===== src/rtl/regfile_wb_ctrl_pkg.sv =====
// Shared constants and helpers for the register-file write-side controller.
// Holds the register width/count that decode, execute and the cell array agree on.
package regfile_wb_ctrl_pkg;

    localparam int LEN_REG    = 32;
    localparam int NUM_REG    = 16;
    localparam int IDX_W      = $clog2(NUM_REG);
    localparam int FIFO_DEPTH = 4;

    typedef enum logic {
        UNIT0 = 1'b0,
        UNIT1 = 1'b1
    } unit_t;

    // Round-robin pick: on a tie the unit not granted last wins.
    function automatic unit_t rr_pick(input logic v0, input logic v1, input unit_t last);
        if (v0 && v1) begin
            return (last == UNIT1) ? UNIT0 : UNIT1;
        end else if (v1) begin
            return UNIT1;
        end else begin
            return UNIT0;
        end
    endfunction

endpackage


===== src/rtl/regfile_wb_ctrl_if.sv =====
// Bundle of decode, execute-result and register-cell signals around regfile_wb_ctrl.
// The controller takes the slave view; the surrounding pipeline/cell array takes master.
interface regfile_wb_ctrl_if
    import regfile_wb_ctrl_pkg::*;
#(
    parameter int LEN_REG = regfile_wb_ctrl_pkg::LEN_REG,
    parameter int NUM_REG = regfile_wb_ctrl_pkg::NUM_REG,
    parameter int IDX_W   = $clog2(NUM_REG)
);

    logic               rsv_valid_i;
    logic [IDX_W-1:0]   rsv_idx_i;
    logic               rsv_ready_o;

    logic               res0_valid_i;
    logic [IDX_W-1:0]   res0_idx_i;
    logic [LEN_REG-1:0] res0_data_i;
    logic               res0_ready_o;

    logic               res1_valid_i;
    logic [IDX_W-1:0]   res1_idx_i;
    logic [LEN_REG-1:0] res1_data_i;
    logic               res1_ready_o;

    logic [IDX_W-1:0]   rd_a_idx_i;
    logic [IDX_W-1:0]   rd_b_idx_i;
    logic               hazard_o;

    logic [NUM_REG-1:0] cell_reserve_i;
    logic [NUM_REG-1:0] w_reserve_o;
    logic [NUM_REG-1:0] wb_o;
    logic [LEN_REG-1:0] wb_data_o;

    modport slave (
        input  rsv_valid_i, rsv_idx_i,
        output rsv_ready_o,
        input  res0_valid_i, res0_idx_i, res0_data_i,
        output res0_ready_o,
        input  res1_valid_i, res1_idx_i, res1_data_i,
        output res1_ready_o,
        input  rd_a_idx_i, rd_b_idx_i,
        output hazard_o,
        input  cell_reserve_i,
        output w_reserve_o, wb_o, wb_data_o
    );

    modport master (
        output rsv_valid_i, rsv_idx_i,
        input  rsv_ready_o,
        output res0_valid_i, res0_idx_i, res0_data_i,
        input  res0_ready_o,
        output res1_valid_i, res1_idx_i, res1_data_i,
        input  res1_ready_o,
        output rd_a_idx_i, rd_b_idx_i,
        input  hazard_o,
        output cell_reserve_i,
        input  w_reserve_o, wb_o, wb_data_o
    );

endinterface


===== src/rtl/regfile_wb_ctrl_wb_fifo.sv =====
// Synchronous result FIFO (index + data) for the writeback path.
// Only pointers and count are reset; stored entries are simply abandoned.
module wb_fifo #(
    parameter int WIDTH = 36,
    parameter int DEPTH = 4,
    parameter int PTR_W = $clog2(DEPTH),
    parameter int CNT_W = $clog2(DEPTH + 1)
) (
    input  logic             clk,
    input  logic             rst,
    input  logic             push,
    input  logic [WIDTH-1:0] push_data,
    input  logic             pop,
    output logic [WIDTH-1:0] pop_data,
    output logic             full,
    output logic             empty,
    output logic [CNT_W-1:0] count
);

    logic [WIDTH-1:0] mem [DEPTH];
    logic [PTR_W-1:0] wr_ptr;
    logic [PTR_W-1:0] rd_ptr;
    logic             do_push;
    logic             do_pop;

    assign full     = (count == CNT_W'(DEPTH));
    assign empty    = (count == '0);
    assign do_pop   = pop & ~empty;
    // A pop in the same cycle frees the slot a full FIFO would otherwise refuse.
    assign do_push  = push & (~full | do_pop);
    assign pop_data = mem[rd_ptr];

    always_ff @(posedge clk) begin
        if (rst) begin
            wr_ptr <= '0;
            rd_ptr <= '0;
            count  <= '0;
        end else begin
            if (do_push) wr_ptr <= wr_ptr + PTR_W'(1);
            if (do_pop)  rd_ptr <= rd_ptr + PTR_W'(1);
            count <= count + CNT_W'(do_push) - CNT_W'(do_pop);
        end
    end

    always_ff @(posedge clk) begin
        if (do_push) mem[wr_ptr] <= push_data;
    end

endmodule


===== src/rtl/regfile_wb_ctrl.sv =====
// Register-file write-side controller: reservations, operand hazard, and
// round-robin result buffering into a one-per-cycle writeback. Option: WB_BYPASS_EN.
module regfile_wb_ctrl
    import regfile_wb_ctrl_pkg::*;
#(
    parameter int LEN_REG    = regfile_wb_ctrl_pkg::LEN_REG,
    parameter int NUM_REG    = regfile_wb_ctrl_pkg::NUM_REG,
    parameter int IDX_W      = $clog2(NUM_REG),
    parameter int FIFO_DEPTH = regfile_wb_ctrl_pkg::FIFO_DEPTH
) (
    input  logic              clk,
    input  logic              rst,
    regfile_wb_ctrl_if.slave  bus
);

    localparam int ENT_W = IDX_W + LEN_REG;
    localparam int CNT_W = $clog2(FIFO_DEPTH + 1);

    function automatic logic [NUM_REG-1:0] onehot(input logic [IDX_W-1:0] idx);
        onehot      = '0;
        onehot[idx] = 1'b1;
    endfunction

    logic               rsv_ok;
    logic               fifo_full;
    logic               fifo_empty;
    logic [CNT_W-1:0]   fifo_count;
    logic [ENT_W-1:0]   head;
    logic               pop;
    logic               accept;
    unit_t              last_grant;
    unit_t              pick;
    logic               gnt0;
    logic               gnt1;
    logic               any_grant;
    logic               bypass;
    logic               push;
    logic [IDX_W-1:0]   sel_idx;
    logic [LEN_REG-1:0] sel_data;

    // Reservation and hazard are purely combinational from the cells' state.
    assign rsv_ok          = bus.rsv_valid_i & ~bus.cell_reserve_i[bus.rsv_idx_i] & ~rst;
    assign bus.rsv_ready_o = rsv_ok;
    assign bus.w_reserve_o = rsv_ok ? onehot(bus.rsv_idx_i) : '0;
    assign bus.hazard_o    = bus.cell_reserve_i[bus.rd_a_idx_i] | bus.cell_reserve_i[bus.rd_b_idx_i];

    assign pop    = ~fifo_empty;
    assign accept = ~rst & (~fifo_full | pop);
    assign pick   = rr_pick(bus.res0_valid_i, bus.res1_valid_i, last_grant);

    always_comb begin
        gnt0     = 1'b0;
        gnt1     = 1'b0;
        sel_idx  = bus.res0_idx_i;
        sel_data = bus.res0_data_i;
        if (accept) begin
            gnt0 = bus.res0_valid_i & (pick == UNIT0);
            gnt1 = bus.res1_valid_i & (pick == UNIT1);
        end
        if (pick == UNIT1) begin
            sel_idx  = bus.res1_idx_i;
            sel_data = bus.res1_data_i;
        end
    end

    assign any_grant        = gnt0 | gnt1;
    assign bus.res0_ready_o = gnt0;
    assign bus.res1_ready_o = gnt1;

`ifdef WB_BYPASS_EN
    assign bypass = any_grant & fifo_empty;
`else
    assign bypass = 1'b0;
`endif

    assign push = any_grant & ~bypass;

    always_ff @(posedge clk) begin
        if (rst) begin
            last_grant <= UNIT1;
        end else if (any_grant) begin
            last_grant <= pick;
        end
    end

    wb_fifo #(
        .WIDTH (ENT_W),
        .DEPTH (FIFO_DEPTH)
    ) u_fifo (
        .clk       (clk),
        .rst       (rst),
        .push      (push),
        .push_data ({sel_idx, sel_data}),
        .pop       (pop),
        .pop_data  (head),
        .full      (fifo_full),
        .empty     (fifo_empty),
        .count     (fifo_count)
    );

    // Queued results always drain ahead of a bypassed one to keep order.
    always_comb begin
        bus.wb_o      = '0;
        bus.wb_data_o = '0;
        if (!rst) begin
            if (!fifo_empty) begin
                bus.wb_o      = onehot(head[ENT_W-1 -: IDX_W]);
                bus.wb_data_o = head[LEN_REG-1:0];
            end else if (bypass) begin
                bus.wb_o      = onehot(sel_idx);
                bus.wb_data_o = sel_data;
            end
        end
    end

    count_bound: assert property (@(posedge clk) fifo_count <= CNT_W'(FIFO_DEPTH));

endmodule


===== src/flat_wrapper.sv =====
// flat-port wrapper written by rule: the top's interface ports become plain ports
module regfile_wb_ctrl_flat import regfile_wb_ctrl_pkg::*;
#(
    parameter int LEN_REG    = regfile_wb_ctrl_pkg::LEN_REG,
    parameter int NUM_REG    = regfile_wb_ctrl_pkg::NUM_REG,
    parameter int IDX_W      = $clog2(NUM_REG),
    parameter int FIFO_DEPTH = regfile_wb_ctrl_pkg::FIFO_DEPTH
)
  (clk, rst, bus_rsv_valid_i, bus_rsv_idx_i, bus_rsv_ready_o, bus_res0_valid_i, bus_res0_idx_i, bus_res0_data_i, bus_res0_ready_o, bus_res1_valid_i, bus_res1_idx_i, bus_res1_data_i, bus_res1_ready_o, bus_rd_a_idx_i, bus_rd_b_idx_i, bus_hazard_o, bus_cell_reserve_i, bus_w_reserve_o, bus_wb_o, bus_wb_data_o);
  regfile_wb_ctrl_if #(.LEN_REG(LEN_REG), .NUM_REG(NUM_REG), .IDX_W(IDX_W)) bus_i ();
  input  logic clk;
  input  logic rst;
  input wire logic [$bits(bus_i.rsv_valid_i)-1:0] bus_rsv_valid_i;
  input wire logic [$bits(bus_i.rsv_idx_i)-1:0] bus_rsv_idx_i;
  output wire logic [$bits(bus_i.rsv_ready_o)-1:0] bus_rsv_ready_o;
  input wire logic [$bits(bus_i.res0_valid_i)-1:0] bus_res0_valid_i;
  input wire logic [$bits(bus_i.res0_idx_i)-1:0] bus_res0_idx_i;
  input wire logic [$bits(bus_i.res0_data_i)-1:0] bus_res0_data_i;
  output wire logic [$bits(bus_i.res0_ready_o)-1:0] bus_res0_ready_o;
  input wire logic [$bits(bus_i.res1_valid_i)-1:0] bus_res1_valid_i;
  input wire logic [$bits(bus_i.res1_idx_i)-1:0] bus_res1_idx_i;
  input wire logic [$bits(bus_i.res1_data_i)-1:0] bus_res1_data_i;
  output wire logic [$bits(bus_i.res1_ready_o)-1:0] bus_res1_ready_o;
  input wire logic [$bits(bus_i.rd_a_idx_i)-1:0] bus_rd_a_idx_i;
  input wire logic [$bits(bus_i.rd_b_idx_i)-1:0] bus_rd_b_idx_i;
  output wire logic [$bits(bus_i.hazard_o)-1:0] bus_hazard_o;
  input wire logic [$bits(bus_i.cell_reserve_i)-1:0] bus_cell_reserve_i;
  output wire logic [$bits(bus_i.w_reserve_o)-1:0] bus_w_reserve_o;
  output wire logic [$bits(bus_i.wb_o)-1:0] bus_wb_o;
  output wire logic [$bits(bus_i.wb_data_o)-1:0] bus_wb_data_o;
  assign bus_i.rsv_valid_i = bus_rsv_valid_i;
  assign bus_i.rsv_idx_i = bus_rsv_idx_i;
  assign bus_rsv_ready_o = bus_i.rsv_ready_o;
  assign bus_i.res0_valid_i = bus_res0_valid_i;
  assign bus_i.res0_idx_i = bus_res0_idx_i;
  assign bus_i.res0_data_i = bus_res0_data_i;
  assign bus_res0_ready_o = bus_i.res0_ready_o;
  assign bus_i.res1_valid_i = bus_res1_valid_i;
  assign bus_i.res1_idx_i = bus_res1_idx_i;
  assign bus_i.res1_data_i = bus_res1_data_i;
  assign bus_res1_ready_o = bus_i.res1_ready_o;
  assign bus_i.rd_a_idx_i = bus_rd_a_idx_i;
  assign bus_i.rd_b_idx_i = bus_rd_b_idx_i;
  assign bus_hazard_o = bus_i.hazard_o;
  assign bus_i.cell_reserve_i = bus_cell_reserve_i;
  assign bus_w_reserve_o = bus_i.w_reserve_o;
  assign bus_wb_o = bus_i.wb_o;
  assign bus_wb_data_o = bus_i.wb_data_o;
  regfile_wb_ctrl #(.LEN_REG(LEN_REG), .NUM_REG(NUM_REG), .IDX_W(IDX_W), .FIFO_DEPTH(FIFO_DEPTH)) u_core (.clk(clk), .rst(rst), .bus(bus_i));
endmodule

===== config.mk =====
export PLATFORM = sky130hd
export DESIGN_NAME = regfile_wb_ctrl_flat
export DESIGN_NICKNAME = d
export VERILOG_FILES = /design/src/rtl/regfile_wb_ctrl_pkg.sv /design/src/rtl/regfile_wb_ctrl_if.sv /design/src/rtl/regfile_wb_ctrl_wb_fifo.sv /design/src/rtl/regfile_wb_ctrl.sv /design/src/flat_wrapper.sv
export SDC_FILE = /design/constraint.sdc
export NUM_CORES = 1
export LEC_CHECK = 0
export ABC_AREA = 1
export BUFFER_PORTS_ARGS = -buffer_cell sky130_fd_sc_hd__buf_2
export CAP_MARGIN = 15
export CORE_UTILIZATION = 35
export DETAILED_ROUTE_END_ITERATION = 10
export PLACE_DENSITY_LB_ADDON = 0.3
export SLEW_MARGIN = 40
export SYNTH_ARGS = -nofsm -noshare
export SYNTH_HDL_FRONTEND = slang
export SYNTH_SLANG_ARGS = --single-unit

===== constraint.sdc =====
create_clock -name clk -period 2.25 [get_ports clk]
set_clock_uncertainty 0.15 [all_clocks]
set_input_delay 0.225 -clock clk [delete_from_list [all_inputs] [get_ports clk]]
set_output_delay 0.225 -clock clk [all_outputs]
set_load 0.02 [all_outputs]

Word level (Yosys, flattened, before mapping)
Memory sizes are Yosys's and may differ from the RTL's. A register that Yosys moved wholly into a read port is not among the register bits.
Cells that the tools add are included.
Storage, ports and cells
  bits in registers: 8
  memory bits (writable): 144
  memories: 1
  input bits: 105
  output and inout bits: 68
Memory list
  u_core.u_fifo.mem: depth 4, width 36, rd ports 1, clocked after memory_dff 1, wr ports 1, line regfile_wb_ctrl_wb_fifo.sv:20  | logic [WIDTH-1:0] mem [DEPTH];
Cells by class
  bitwise operators: 14
  multiplexer cells: 26
  reductions and logical operators: 4
  magnitude comparators: 6
  add/subtract/negate cells: 4
  equal/unequal tests: 1
Operators by type and width (count)
  $mux 32: 3
  $mux 16: 3
  $lt 4x5->1 const B: 4
  $bmux 1 s4: 3
  $mux 1: 12
  $demux 1 s4: 2
  $ge 4x1->1 const B: 2
  $and 1x1->1: 6
  $not 1->1: 5
  $add 2x1->2 const B: 2
  $mux 2: 2
  $mux 4: 1
  $add 3x1->3: 1
  $eq 3x3->1 const B: 1
  $logic_and 1x1->1: 3
  $logic_not 3->1: 1
  $or 1x1->1: 3
  $sub 3x1->3: 1

Depth between registers and ports, before layout
  word-level depth: 9
  gate-level depth with buffers: 12

By module
Synthesis repeated with hierarchy kept, for this count alone.
Unflattened totals
  cell total of the unflattened synthesis: 756
  area, all modules: 7632.3 um2
Modules (own cells, without submodules)
  wb_fifo: area an instance 5880.6 um2, sequential area each 4504.3 um2, times used 1, cells an instance 417
  regfile_wb_ctrl: area an instance 1751.7 um2, sequential area each 20.0 um2, times used 1, cells an instance 339

Least setup slack after synthesis
Ideal clock, no wire load.
  kind: register to register
  start: reg u_core.last_grant
  end: reg u_core.u_fifo.count[2]
  data arrival time: 1.892 ns
  stages on the path, launching flop included: 13
  setup time: 0.120 ns
  path buffers: 0
  required time: 1.980 ns
  path slack: 0.088 ns
  cells stage by stage: dfxtp_1 > nand2_1 > nand2_1 > inv_1 > o21ai_1 > ha_1 > inv_1 > ha_1 > inv_1 > fa_1 > xor2_1 > o21ai_0 > a21oi_1
On the way
  word-level cells in the longest chain between the ends: 9
  elaborated cells between the ends (all ways): 11
  those cells by class: add/sub (2); mux (4); bitwise (5)
RTL lines
  start, declared: line regfile_wb_ctrl.sv:31  | unit_t last_grant;
  start signal, assigned: line regfile_wb_ctrl.sv:82  | last_grant <= pick;
  $mux 1 (*): line regfile_wb_ctrl_pkg.sv:18  | return (last == UNIT1) ? UNIT0 : UNIT1;
  $mux 1 (*): line regfile_wb_ctrl_pkg.sv:17  | if (v0 && v1) begin
  $not 1->1: line regfile_wb_ctrl.sv:57  | gnt0 = bus.res0_valid_i & (pick == UNIT0);
  $and 1x1->1: line regfile_wb_ctrl.sv:57
  $mux 1: line regfile_wb_ctrl.sv:56  | if (accept) begin
  $or 1x1->1 (*): line regfile_wb_ctrl.sv:66  | assign any_grant = gnt0 | gnt1;
  $and 1x1->1 (*): line regfile_wb_ctrl_wb_fifo.sv:30  | assign do_push = push & (~full | do_pop);
  $add 3x1->3 (*): line regfile_wb_ctrl_wb_fifo.sv:41  | count <= count + CNT_W'(do_push) - CNT_W'(do_pop);
  $sub 3x1->3 (*): line regfile_wb_ctrl_wb_fifo.sv:41
  end signal, assigned: line regfile_wb_ctrl_wb_fifo.sv:41
  end, declared: line regfile_wb_ctrl_wb_fifo.sv:17  | output logic [CNT_W-1:0] count
Mark *: on every way between the ends. The rest lies on a longest branch, timed or not.
A chain may end at the register's enable or synchronous reset.

==> out/qor.yml <==
setup_path:
  cp_top_family: "buffers and inverters"
  crit_chain: "clkinv_8 > buf_4 > o21ai_2 > nand2_2 > inv_4 > nand3_2 > nor2_2 > buf_4"
  critical_path_required_ps: 1880
  crit_slowest_cell: "dfxtp_4"
  cp_num_buf_inv: 4
  start_kind: "flip-flop"
  cp_common_cell: "buf_4"
  worstPathArrival_ps: 1860
  crit_path_max_incr_delay_ps: 430
  critPathKind: "flip-flop to output port"
  critPathMaxFanout: 12
  end_kind: "output port"
clock_tree:
  numClockSinks: 154
  htreeDepth: 4
  clock-root-buffer: "clkbuf_16"
  cts_tree: "yes"
  cts.clk_slew.worst_paths_ps: 60
  cts_buffers: 17
  worstSkewPairLatency_ps: 420
  clockBufferDepth: 2
final_layout:
  design_area_sq_um: 10100
  area_growth_pct: 35.0
  layout_commonest_cell: "nand2_1"
  fin_cells: 1328
  n_antenna_cell: 0
  layout-drive-gt1-share: 0.315
  multi_input_area_sq_um: 2690
  nets: 1152
  register_area_sq_um: 4540
  utilization: 0.482
  final_cell_mix: "218 x nand2_1, 149 x nor2_1, 144 x edfxtp_1"
  nFillCells: 1976
global_route:
  grt_max_degree: 53
  grtUsageTotal: 0.172
  grt_overflow: 0
  grt_pass1_wl_mm: 28.8
  grt_pass1_vias: 5596
  antenna_found_initial: 0
power_and_ir_drop:
  p_total_mw: 10.3
  p_leak_nw: 4.33
  powerDensity_nw_per_um2: 1020
  vdd_drop_max_v: 0.000419
logic_synthesis:
  synthAdderAreaFrac: 0.0127
  yosys.area_share.simple: 0.244
  synth_xor_xnor_area_share: 0.00117
  synth_area_sq_um: 7510
  ys.warnings.count: 0
  synth_seq_cells: 154
  synth_fp_nets: 935
  synth_area_leaders: "edfxtp_1 58%, nand2_1 11%, nor2_1 8.1%"
  synth_top_area_frac: 0.576
  synth_compound_area_frac: 0.0785
  synthMuxAreaShare: 0
  syn_inst: 823
  synth.avg_cell_area_sq_um: 9.12
  synthDistinctLibCells: 29
  seq_area_frac_synth: 0.603
  yosys.area.top_type: "edfxtp_1"
  synth_top_family_by_area: "simple AND/OR/NAND/NOR gates"
placed_design:
  gp_congestion: 0.837
  dp_slack_ps: 61.2
  placedCellCount: 1251
  dpl_cell_area_sq_um: 8750
  io_buffers: 172
  hpwl_mm: 12.2
timing:
  relSlewSlack: 0.700
  slew_viol_final: 0
  worst_pin_slew_ps: 450
  timing.final.crit_period_ps: 2230
  setup-tns-final_ps: 0
  timing.final.crit_share: 0.991
  fmax_ghz: 0.448
  rsz0062_at_grt: "yes"
  whs_ps: 6.51
  setup_ws_ps: 19.3
  hold_viol_final: 0
  setup_viol: 0
detailed_routing:
  drtAntennaViolNets: 0
  dr.first_iter.drc_count: 282
  drc: 0
  vias: 6238
  vias_per_cell: 4.70
  wl_per_cell_um: 14.4
  firstDrtPassIters: 4
  routed_wl_mm: 19.1
floorplan:
  die_h_um: 148
  fp-row-count: 53
  io-pin-count: 173
  start_util: 0.357
  dieArea_sq_um: 22000
  die_w_um: 148
  core_area_sq_um: 21000
run:
  cap_violations: 0
min_path:
  hold_class: "primary input to flip-flop"
outcome:
  status: "completed"
where the power goes:
| group | switching [mW] | internal, mW | leakage [nW] |
|---|---|---|---|
| Sequential | 0.0983 | 3.35 | 1.40 |
| Clock | 1.17 | 1.77 | 0.292 |
| Combinational | 2.42 | 1.50 | 2.63 |
| Total | 3.70 | 6.61 | 4.33 |
cells by family (layout without fill, tap and decap cells):
kind of cell | Yosys count | count (layout)
AO/OA/AOI/OAI | 115 | 115
XOR/XNOR | 1 | 1
AND/OR/NAND/NOR | 446 | 446
flip-flops | 154 | 154
adder cells (fa/ha/maj) | 7 | 7
buffers and inverters | 100 | 330
sequential cells by signal (all words and copies together), names as in the netlist, named ones only:
signal                count
u_core.u_fifo.count       3
u_core.u_fifo.wr_ptr      2
u_core.last_grant         1
u_core.u_fifo.mem       144
u_core.u_fifo.rd_ptr      2
path summary, 6_finish.rpt:
path,start,to,slack (ps),cells past startpoint
min reg2reg,u_core.u_fifo.rd_ptr[1],flip-flop,280,1
max,flip-flop,bus_wb_o[4],20,8
max reg2reg,u_core.u_fifo.count[1],u_core.u_fifo.count[2],20,11
min,bus_res1_data_i[27],u_core.u_fifo.mem[2][27],7,3
worst reg2reg max path: stages (launching register included):
cell     delay, ps
dfxtp_4        350
nor2_2         100
nand2_1         70
buf_4          140
ha_1           280
inv_1           70
ha_2           180
inv_2           40
fa_2           370
xor2_2         190
o21ai_1        130
a21oi_1         50
per-layer routing:
layer / vias up / part of all wire / global-route usage
met5: - / 0 / 0
met4: 0 / 0.014 / 0.0433
li1: 3148 / - / -
met2: 157 / 0.49 / 0.298
met3: 18 / 0.038 / 0.0325
met1: 2915 / 0.45 / 0.220
layout make-up:
| cell class | instances | area share |
|---|---|---|
| timing repair buffer | 238 | 0.167 |
| sequential | 154 | 0.448 |
| tap | 275 | 0.0340 |
| clock buffer | 17 | 0.0420 |
| inverter | 59 | 0.0242 |
| clock inverter | 15 | 0.0185 |
| timing repair inverter | 1 | 0.000865 |
| multi-input combinational | 569 | 0.266 |
what timing repair did:
item,in CTS,in global routing
pin swaps,1,14
hold buffers,26,0
gates cloned,1,1
setup endpoints to repair,48,47
resized for setup,35,92
endpoints found under the hold margin,43,0
buffers inserted,5,13
cells in the mapped netlist, drive strengths merged:
| library cell | n |
|---|---|
| o21ai | 76 |
| nand2 | 230 |
| edfxtp | 144 |
| buf | 34 |
| fa | 1 |
| o211ai | 1 |
| xor2 | 1 |
| ha | 6 |
| inv | 58 |
| nor3 | 17 |
| nand3 | 36 |
| nor2 | 163 |
| clkinv | 1 |
| clkbuf | 7 |
| dfxtp | 10 |
| a21oi | 38 |
(Power assumes the default switching activity.)
